File: src/rtl/char_console_writer_if.sv
// ============================================================================
// Module      : char_console_writer_if
// Description : Character stream handshake, VRAM/config write bus and cursor
//               status for the character console writer.
// Revision    : 1.0 - initial release
// ============================================================================
`default_nettype none

interface char_console_writer_if;
    logic        CH_VALID;
    logic        CH_READY;
    logic [7:0]  CH_DATA;
    logic [11:0] CH_COLOR;
    logic [1:0]  CH_ATTR;

    logic [15:0] WRITE_ADDR;
    logic [3:0]  BYTE_EN;
    logic        WRITE_EN;
    logic [31:0] WRITE_DATA;

    logic [6:0]  CUR_COL;
    logic [5:0]  CUR_ROW;
    logic [5:0]  SCROLL_OFS;

    // Character source / bus and status observer side
    modport master (
        output CH_VALID, CH_DATA, CH_COLOR, CH_ATTR,
        input  CH_READY, WRITE_ADDR, BYTE_EN, WRITE_EN, WRITE_DATA,
        input  CUR_COL, CUR_ROW, SCROLL_OFS
    );

    // Console writer side
    modport slave (
        input  CH_VALID, CH_DATA, CH_COLOR, CH_ATTR,
        output CH_READY, WRITE_ADDR, BYTE_EN, WRITE_EN, WRITE_DATA,
        output CUR_COL, CUR_ROW, SCROLL_OFS
    );
endinterface

`default_nettype wire

File: src/rtl/char_console_writer.sv
// ============================================================================
// Module      : char_console_writer
// Description : Turns a character stream into VRAM entry writes on a ring of
//               text rows, with CR/LF/BS/FF handling and hardware scrolling.
// Revision    : 1.0 - initial release
// ============================================================================
`default_nettype none

module char_console_writer #(
    parameter int          NUM_COLS  = 80,
    parameter int          NUM_ROWS  = 50,
    parameter logic [15:0] CONF_ADDR = 16'h4000
) (
    input wire              CLK,
    input wire              RST,
    char_console_writer_if.slave bus
);

    localparam int                 TOTAL       = NUM_COLS * NUM_ROWS;
    localparam int                 CNT_W       = $clog2(TOTAL + 1);
    localparam logic [CNT_W-1:0]   C_CNT_COLS  = CNT_W'(NUM_COLS);
    localparam logic [CNT_W-1:0]   C_CNT_TOTAL = CNT_W'(TOTAL);
    localparam logic [CNT_W-1:0]   C_CNT_ONE   = CNT_W'(1);
    localparam logic [6:0]         C_LAST_COL  = 7'(NUM_COLS - 1);
    localparam logic [5:0]         C_LAST_ROW  = 6'(NUM_ROWS - 1);
    localparam logic [6:0]         C_ROWS_7    = 7'(NUM_ROWS);
    localparam logic [31:0]        C_BLANK     = 32'h0000_0020;
    localparam logic [3:0]         C_BE_ENTRY  = 4'b0111;
    localparam logic [3:0]         C_BE_CONF   = 4'b0001;

    typedef enum logic [2:0] {
        S_IDLE    = 3'd0,
        S_WR_CHAR = 3'd1,
        S_WR_CONF = 3'd2,
        S_CLR_ROW = 3'd3,
        S_CLR_ALL = 3'd4
    } state_t;

    state_t           state_q, state_d;
    logic [6:0]       col_q, col_d;
    logic [5:0]       row_q, row_d;
    logic [5:0]       ofs_q, ofs_d;
    logic [5:0]       clr_row_q, clr_row_d;
    logic [CNT_W-1:0] cnt_q, cnt_d;
    logic             conf_clr_q, conf_clr_d;
    logic             scroll_pend_q, scroll_pend_d;
    logic             ready_q, ready_d;
    logic             we_q, we_d;
    logic [15:0]      addr_q, addr_d;
    logic [31:0]      data_q, data_d;
    logic [3:0]       be_q, be_d;

    logic        w_accept;
    logic        w_printable;
    logic [6:0]  w_sum;
    logic [5:0]  w_prow;
    logic [5:0]  w_ofs_inc;
    logic [15:0] w_char_addr;
    logic [15:0] w_clr_addr;
    logic [15:0] w_all_addr;
    logic [31:0] w_entry;

    assign w_accept    = bus.CH_VALID & ready_q;
    assign w_printable = (bus.CH_DATA >= 8'h20) && (bus.CH_DATA <= 8'h7E);
    assign w_sum       = {1'b0, ofs_q} + {1'b0, row_q};
    assign w_prow      = (w_sum >= C_ROWS_7) ? 6'(w_sum - C_ROWS_7) : w_sum[5:0];
    assign w_ofs_inc   = (ofs_q == C_LAST_ROW) ? 6'd0 : ofs_q + 6'd1;
    assign w_char_addr = (16'(w_prow) * 16'(NUM_COLS) + 16'(col_q)) << 2;
    assign w_clr_addr  = (16'(clr_row_q) * 16'(NUM_COLS) + 16'(cnt_q)) << 2;
    assign w_all_addr  = 16'(cnt_q) << 2;
    assign w_entry     = {8'h00, 2'b00, bus.CH_ATTR, bus.CH_COLOR, 1'b0, bus.CH_DATA[6:0]};

    always_ff @(posedge CLK or negedge RST) begin
        if (!RST) begin
            state_q       <= S_IDLE;
            col_q         <= 7'd0;
            row_q         <= 6'd0;
            ofs_q         <= 6'd0;
            clr_row_q     <= 6'd0;
            cnt_q         <= '0;
            conf_clr_q    <= 1'b0;
            scroll_pend_q <= 1'b0;
            ready_q       <= 1'b0;
            we_q          <= 1'b0;
            addr_q        <= 16'd0;
            data_q        <= 32'd0;
            be_q          <= 4'd0;
        end else begin
            state_q       <= state_d;
            col_q         <= col_d;
            row_q         <= row_d;
            ofs_q         <= ofs_d;
            clr_row_q     <= clr_row_d;
            cnt_q         <= cnt_d;
            conf_clr_q    <= conf_clr_d;
            scroll_pend_q <= scroll_pend_d;
            ready_q       <= ready_d;
            we_q          <= we_d;
            addr_q        <= addr_d;
            data_q        <= data_d;
            be_q          <= be_d;
        end
    end

    // The *_d bus values describe the write that appears on the bus next cycle.
    always_comb begin
        state_d       = state_q;
        col_d         = col_q;
        row_d         = row_q;
        ofs_d         = ofs_q;
        clr_row_d     = clr_row_q;
        cnt_d         = cnt_q;
        conf_clr_d    = conf_clr_q;
        scroll_pend_d = scroll_pend_q;
        we_d          = 1'b0;
        addr_d        = 16'd0;
        data_d        = 32'd0;
        be_d          = 4'd0;

        case (state_q)
            S_IDLE: begin
                if (w_accept) begin
                    if (w_printable) begin
                        we_d    = 1'b1;
                        addr_d  = w_char_addr;
                        data_d  = w_entry;
                        be_d    = C_BE_ENTRY;
                        state_d = S_WR_CHAR;
                        if (col_q == C_LAST_COL) begin
                            col_d = 7'd0;
                            if (row_q == C_LAST_ROW) begin
                                scroll_pend_d = 1'b1;
                                ofs_d         = w_ofs_inc;
                                clr_row_d     = ofs_q;
                            end else begin
                                row_d = row_q + 6'd1;
                            end
                        end else begin
                            col_d = col_q + 7'd1;
                        end
                    end else begin
                        case (bus.CH_DATA)
                            8'h0D: col_d = 7'd0;
                            8'h08: begin
                                if (col_q != 7'd0) col_d = col_q - 7'd1;
                            end
                            8'h0A: begin
                                col_d = 7'd0;
                                if (row_q == C_LAST_ROW) begin
                                    ofs_d      = w_ofs_inc;
                                    clr_row_d  = ofs_q;
                                    we_d       = 1'b1;
                                    addr_d     = CONF_ADDR;
                                    data_d     = {26'd0, w_ofs_inc};
                                    be_d       = C_BE_CONF;
                                    conf_clr_d = 1'b1;
                                    cnt_d      = '0;
                                    state_d    = S_WR_CONF;
                                end else begin
                                    row_d = row_q + 6'd1;
                                end
                            end
                            8'h0C: begin
                                col_d   = 7'd0;
                                row_d   = 6'd0;
                                ofs_d   = 6'd0;
                                we_d    = 1'b1;
                                addr_d  = 16'd0;
                                data_d  = C_BLANK;
                                be_d    = C_BE_ENTRY;
                                cnt_d   = C_CNT_ONE;
                                state_d = S_CLR_ALL;
                            end
                            default: ;
                        endcase
                    end
                end
            end

            S_WR_CHAR: begin
                if (scroll_pend_q) begin
                    scroll_pend_d = 1'b0;
                    we_d          = 1'b1;
                    addr_d        = CONF_ADDR;
                    data_d        = {26'd0, ofs_q};
                    be_d          = C_BE_CONF;
                    conf_clr_d    = 1'b1;
                    cnt_d         = '0;
                    state_d       = S_WR_CONF;
                end else begin
                    state_d = S_IDLE;
                end
            end

            S_WR_CONF: begin
                if (conf_clr_q) begin
                    conf_clr_d = 1'b0;
                    we_d       = 1'b1;
                    addr_d     = w_clr_addr;
                    data_d     = C_BLANK;
                    be_d       = C_BE_ENTRY;
                    cnt_d      = cnt_q + C_CNT_ONE;
                    state_d    = S_CLR_ROW;
                end else begin
                    state_d = S_IDLE;
                end
            end

            S_CLR_ROW: begin
                if (cnt_q < C_CNT_COLS) begin
                    we_d   = 1'b1;
                    addr_d = w_clr_addr;
                    data_d = C_BLANK;
                    be_d   = C_BE_ENTRY;
                    cnt_d  = cnt_q + C_CNT_ONE;
                end else begin
                    state_d = S_IDLE;
                end
            end

            S_CLR_ALL: begin
                if (cnt_q < C_CNT_TOTAL) begin
                    we_d   = 1'b1;
                    addr_d = w_all_addr;
                    data_d = C_BLANK;
                    be_d   = C_BE_ENTRY;
                    cnt_d  = cnt_q + C_CNT_ONE;
                end else begin
                    // Screen is blank: publish offset 0, then return to idle.
                    we_d       = 1'b1;
                    addr_d     = CONF_ADDR;
                    data_d     = 32'd0;
                    be_d       = C_BE_CONF;
                    conf_clr_d = 1'b0;
                    cnt_d      = '0;
                    state_d    = S_WR_CONF;
                end
            end

            default: state_d = S_IDLE;
        endcase
    end

    assign ready_d = (state_d == S_IDLE);

    assign bus.CH_READY   = ready_q;
    assign bus.WRITE_EN   = we_q;
    assign bus.WRITE_ADDR = addr_q;
    assign bus.WRITE_DATA = data_q;
    assign bus.BYTE_EN    = be_q;
    assign bus.CUR_COL    = col_q;
    assign bus.CUR_ROW    = row_q;
    assign bus.SCROLL_OFS = ofs_q;

endmodule

`default_nettype wire

File: src/flat_wrapper.sv
// flat-port wrapper written by rule: the top's interface ports become plain ports
module char_console_writer_flat 
#(
    parameter int          NUM_COLS  = 80,
    parameter int          NUM_ROWS  = 50,
    parameter logic [15:0] CONF_ADDR = 16'h4000
)
  (CLK, RST, bus_CH_VALID, bus_CH_DATA, bus_CH_COLOR, bus_CH_ATTR, bus_CH_READY, bus_WRITE_ADDR, bus_BYTE_EN, bus_WRITE_EN, bus_WRITE_DATA, bus_CUR_COL, bus_CUR_ROW, bus_SCROLL_OFS);
  char_console_writer_if bus_i ();
  input wire CLK;
  input wire RST;
  input wire logic [$bits(bus_i.CH_VALID)-1:0] bus_CH_VALID;
  input wire logic [$bits(bus_i.CH_DATA)-1:0] bus_CH_DATA;
  input wire logic [$bits(bus_i.CH_COLOR)-1:0] bus_CH_COLOR;
  input wire logic [$bits(bus_i.CH_ATTR)-1:0] bus_CH_ATTR;
  output wire logic [$bits(bus_i.CH_READY)-1:0] bus_CH_READY;
  output wire logic [$bits(bus_i.WRITE_ADDR)-1:0] bus_WRITE_ADDR;
  output wire logic [$bits(bus_i.BYTE_EN)-1:0] bus_BYTE_EN;
  output wire logic [$bits(bus_i.WRITE_EN)-1:0] bus_WRITE_EN;
  output wire logic [$bits(bus_i.WRITE_DATA)-1:0] bus_WRITE_DATA;
  output wire logic [$bits(bus_i.CUR_COL)-1:0] bus_CUR_COL;
  output wire logic [$bits(bus_i.CUR_ROW)-1:0] bus_CUR_ROW;
  output wire logic [$bits(bus_i.SCROLL_OFS)-1:0] bus_SCROLL_OFS;
  assign bus_i.CH_VALID = bus_CH_VALID;
  assign bus_i.CH_DATA = bus_CH_DATA;
  assign bus_i.CH_COLOR = bus_CH_COLOR;
  assign bus_i.CH_ATTR = bus_CH_ATTR;
  assign bus_CH_READY = bus_i.CH_READY;
  assign bus_WRITE_ADDR = bus_i.WRITE_ADDR;
  assign bus_BYTE_EN = bus_i.BYTE_EN;
  assign bus_WRITE_EN = bus_i.WRITE_EN;
  assign bus_WRITE_DATA = bus_i.WRITE_DATA;
  assign bus_CUR_COL = bus_i.CUR_COL;
  assign bus_CUR_ROW = bus_i.CUR_ROW;
  assign bus_SCROLL_OFS = bus_i.SCROLL_OFS;
  char_console_writer #(.NUM_COLS(NUM_COLS), .NUM_ROWS(NUM_ROWS), .CONF_ADDR(CONF_ADDR)) u_core (.CLK(CLK), .RST(RST), .bus(bus_i));
endmodule
File: config.mk
export PLATFORM = sky130hd
export DESIGN_NAME = char_console_writer_flat
export DESIGN_NICKNAME = d
export VERILOG_FILES = /design/src/rtl/char_console_writer_if.sv /design/src/rtl/char_console_writer.sv /design/src/flat_wrapper.sv
export SDC_FILE = /design/constraint.sdc
export NUM_CORES = 1
export LEC_CHECK = 0
export CORE_UTILIZATION = 40
export DETAILED_ROUTE_END_ITERATION = 10
export GPL_ROUTABILITY_DRIVEN = 0
export GPL_TIMING_DRIVEN = 0
export HOLD_SLACK_MARGIN = 0.12
export PLACE_DENSITY = 0.67
export SLEW_MARGIN = 25
export SYNTH_ARGS = -nofsm -noshare
export SYNTH_HDL_FRONTEND = slang
export SYNTH_SLANG_ARGS = --single-unit
File: constraint.sdc
create_clock -name CLK -period 8.6 [get_ports CLK]
set_input_delay 1.29 -clock CLK [delete_from_list [all_inputs] [get_ports CLK]]
set_output_delay 1.29 -clock CLK [all_outputs]
set_load 0.05 [all_outputs]
==> impl_metrics.ini <==
[status]
status = complete, no violations

[global_routing]
grt_max_degree = 52
antenna_found_initial = 0
grt-ovfl-total = 0
grt_util_all_layers = 0.2167
grt_pass1_vias = 4867
grt_pass1_wl_um = 24140

[finish]
regArea_um2 = 2002
nNetsFinal = 782
syn_to_final_growth_pct = 26.35
layoutNonFillerInstCount = 891
insertedDiodeCount = 0
fillCellCount = 1181
drive_above_1_share = 0.08252
multi_input_area_um2 = 3142

[job]
cap_viol_max_count = 0

[logic_synthesis]
synth-edff-count = 0
ys_ff_latch = 80
synth_ff_type = dfrtp_1
syn_area_per_cell_um2 = 8.968
synth_cell_types = 65
synth_top_area_frac = 0.3702
async_flop_share = 1.000
syn_area_um2 = 5408
synthCells = 603
yosys-top-cells-count = dfrtp_1, nor2_1, o21ai_0
ys_seq_area_frac = 0.3702
synth.most_common_cell = dfrtp_1
yosysTopAreaCell = dfrtp_1
synthTopCellsByArea = dfrtp_1, ha_1, o21ai_0
ys_warn_count = 0

[critical_path]
cp.required_ns = 8.85
endpoint_kind = flip-flop
cp_max_fo = 11
critPathKind = flip-flop to flip-flop
slowest_stage = fa_1
r2r_cells = 15
arrival_ns = 5.08
start_kind = flip-flop
cp_cell_sequence = ha_1 -> fa_1 -> xnor2_1 -> ha_1 -> o211ai_1 -> a211oi_1 -> nor3_1 -> inv_1 -> nor2_1 -> or2_2 -> fa_1 -> o41ai_1 -> nor3_2 -> xor3_1 -> o221ai_2
slowest_delay_ns = 0.54

[cts]
cts_hold_buf = 0
cts.repair.resized = 0
cts_root_buf = clkbuf_16
cts_buffer_depth = 2
postCtsSetupBuffers = 0
cts_tree = built
cts_buffers = 9
clock-sinks = 80
htree_levels = 3
path_clk_slew_ns = 0.06
clk_latency_ns = 0.35

[sta]
setup_viol = 0
clock.fmax_ghz = 0.2070
tightest_slew_ns = 0.8313
fin_worst_skew_ns = 0.01111
min_period_over_period = 0.5616
layout_min_cycle_time_ns = 4.830
tns_ns = 0
rsz0062_at_grt = no
max-slew-margin-rel = 0.4412
final_hold_viol_count = 0
drv_slew = 0
holdWs_ns = 0.5410

[route]
dr.pass1.iters = 5
drtAntennaViolNets = 0
drt-initial-drc-count = 394
vias = 4972
wirelength_um = 14460
drc = 0
wl_per_cell_um = 16.23
routed_via_density = 5.580

[die]
die_area_um2 = 13990
die_width_um = 118.3
io_pins = 98
rows = 42
initial_core_util = 0.4100
fp.dieH_um = 118.3
core_area_um2 = 13190

[power]
ir_worst_vdd_uv = 86.58
combPwrFrac = 0.300
p_int_uw = 757.0
p_sw_frac = 0.3744
p_seq_frac = 0.380
clkPwrFrac = 0.320
power.total_uw = 1210
leakagePower_uw = 0.003133
power_per_cell_area_nw_per_um2 = 177.1
p_sw_uw = 453.1

[min_path]
hold-path-cell-count = 2
hp-class = flip-flop to flip-flop

[placement]
place_inst = 876
port_buffers = 83
dp_hpwl_um = 10950
-- final cells by class --
type / count / area share
sequential: 80 / 0.2930
clock buffer: 9 / 0.03296
inverter: 30 / 0.01648
multi-input combinational: 468 / 0.4598
timing repair buffer: 84 / 0.1253
tap: 176 / 0.03223
clock inverter: 6 / 0.01007
buffer: 38 / 0.03021
-- placed cells by master (no fill, tap or decap), types with 22 or more instances in the layout --
cell	instances
nand2_1	42
nor2_1	55
clkdlybuf4s50_1	82
a21oi_1	39
dfrtp_1	80
o21ai_0	52
and3_1	22
ha_1	41
inv_1	30
-- sequential cells by signal, summed over array words and instances (netlist names) --
name and count:
u_core.bus.SCROLL_OFS 6, u_core.bus.WRITE_ADDR 14, u_core.bus.CH_READY 1, u_core.bus.WRITE_DATA 21, u_core.conf_clr_q 1, u_core.state_q 3, u_core.clr_row_q 6, u_core.bus.CUR_COL 7
u_core.scroll_pend_q 1, u_core.bus.CUR_ROW 6, u_core.bus.BYTE_EN 2, u_core.cnt_q 12
-- worst paths after layout --
path,slack [ns],startpoint,endpoint
worst max-delay path,3.77,u_core.bus.SCROLL_OFS[0]$_DFFE_PN0P_,u_core.bus.WRITE_ADDR[13]$_DFF_PN0_
worst min-delay path,0.54,u_core.cnt_q[1]$_DFFE_PN0P_,u_core.cnt_q[1]$_DFFE_PN0P_
worst max register to register,3.77,u_core.bus.SCROLL_OFS[0]$_DFFE_PN0P_,u_core.bus.WRITE_ADDR[13]$_DFF_PN0_
worst min register to register,0.54,u_core.cnt_q[1]$_DFFE_PN0P_,u_core.cnt_q[1]$_DFFE_PN0P_
max in group asynchronous,7.12,RST,u_core.bus.WRITE_ADDR[9]$_DFF_PN0_
min in group asynchronous,0.88,RST,u_core.bus.CUR_COL[4]$_DFFE_PN0P_
-- kinds of logic after synthesis --
group	Yosys count	share of synthesized area
fa+ha+maj	46	0.1134
mux	10	0.01990
xor+xnor	31	0.05299
flops	80	0.3702
buf+inv	68	0.05900
other cells	1	0.0006935
simple gates	202	0.1925
compound gates	165	0.1913
-- metal layers --
layer / up-vias / GRT usage / share of wire
met5: - / 0 / 0
met4: 0 / 0.08093 / 0.017
met3: 17 / 0.02944 / 0.056
met2: 178 / 0.3643 / 0.48
met1: 2413 / 0.2830 / 0.44
li1: 2364 / - / -
-- critical path: cells and delay by family (launching register included) --
family,cells,cell delay [ns]
and+or+nand+nor,4,0.65
DFF,1,0.52
AOI/OAI and AO/OA,4,1.21
adders and majority gates,4,1.51
buffers and inverters,1,0.12
xor gates and xnor gates,2,0.72
-- power groups by stage --
stage	combinational [uW]	clock, uW	sequential, uW
final	363	387	460
after global routing	391	409	465
after CTS	362	392	458
after detailed placement	361	0	465
after global placement	352	0	464
after floorplan	155	0	536
-- stage by stage --
stage / util / setup slack, ns / cell area, um2
finish: 0.5180 / 3.770 / 6833
global route: 0.5180 / 3.439 / 6833
CTS: 0.5175 / 3.762 / 6827
detailed placement: 0.4953 / 3.778 / 6533
global placement: 0.4934 / 3.410 / 6507
floorplan: - / 4.045 / 5456
(Power assumes the default switching activity.)
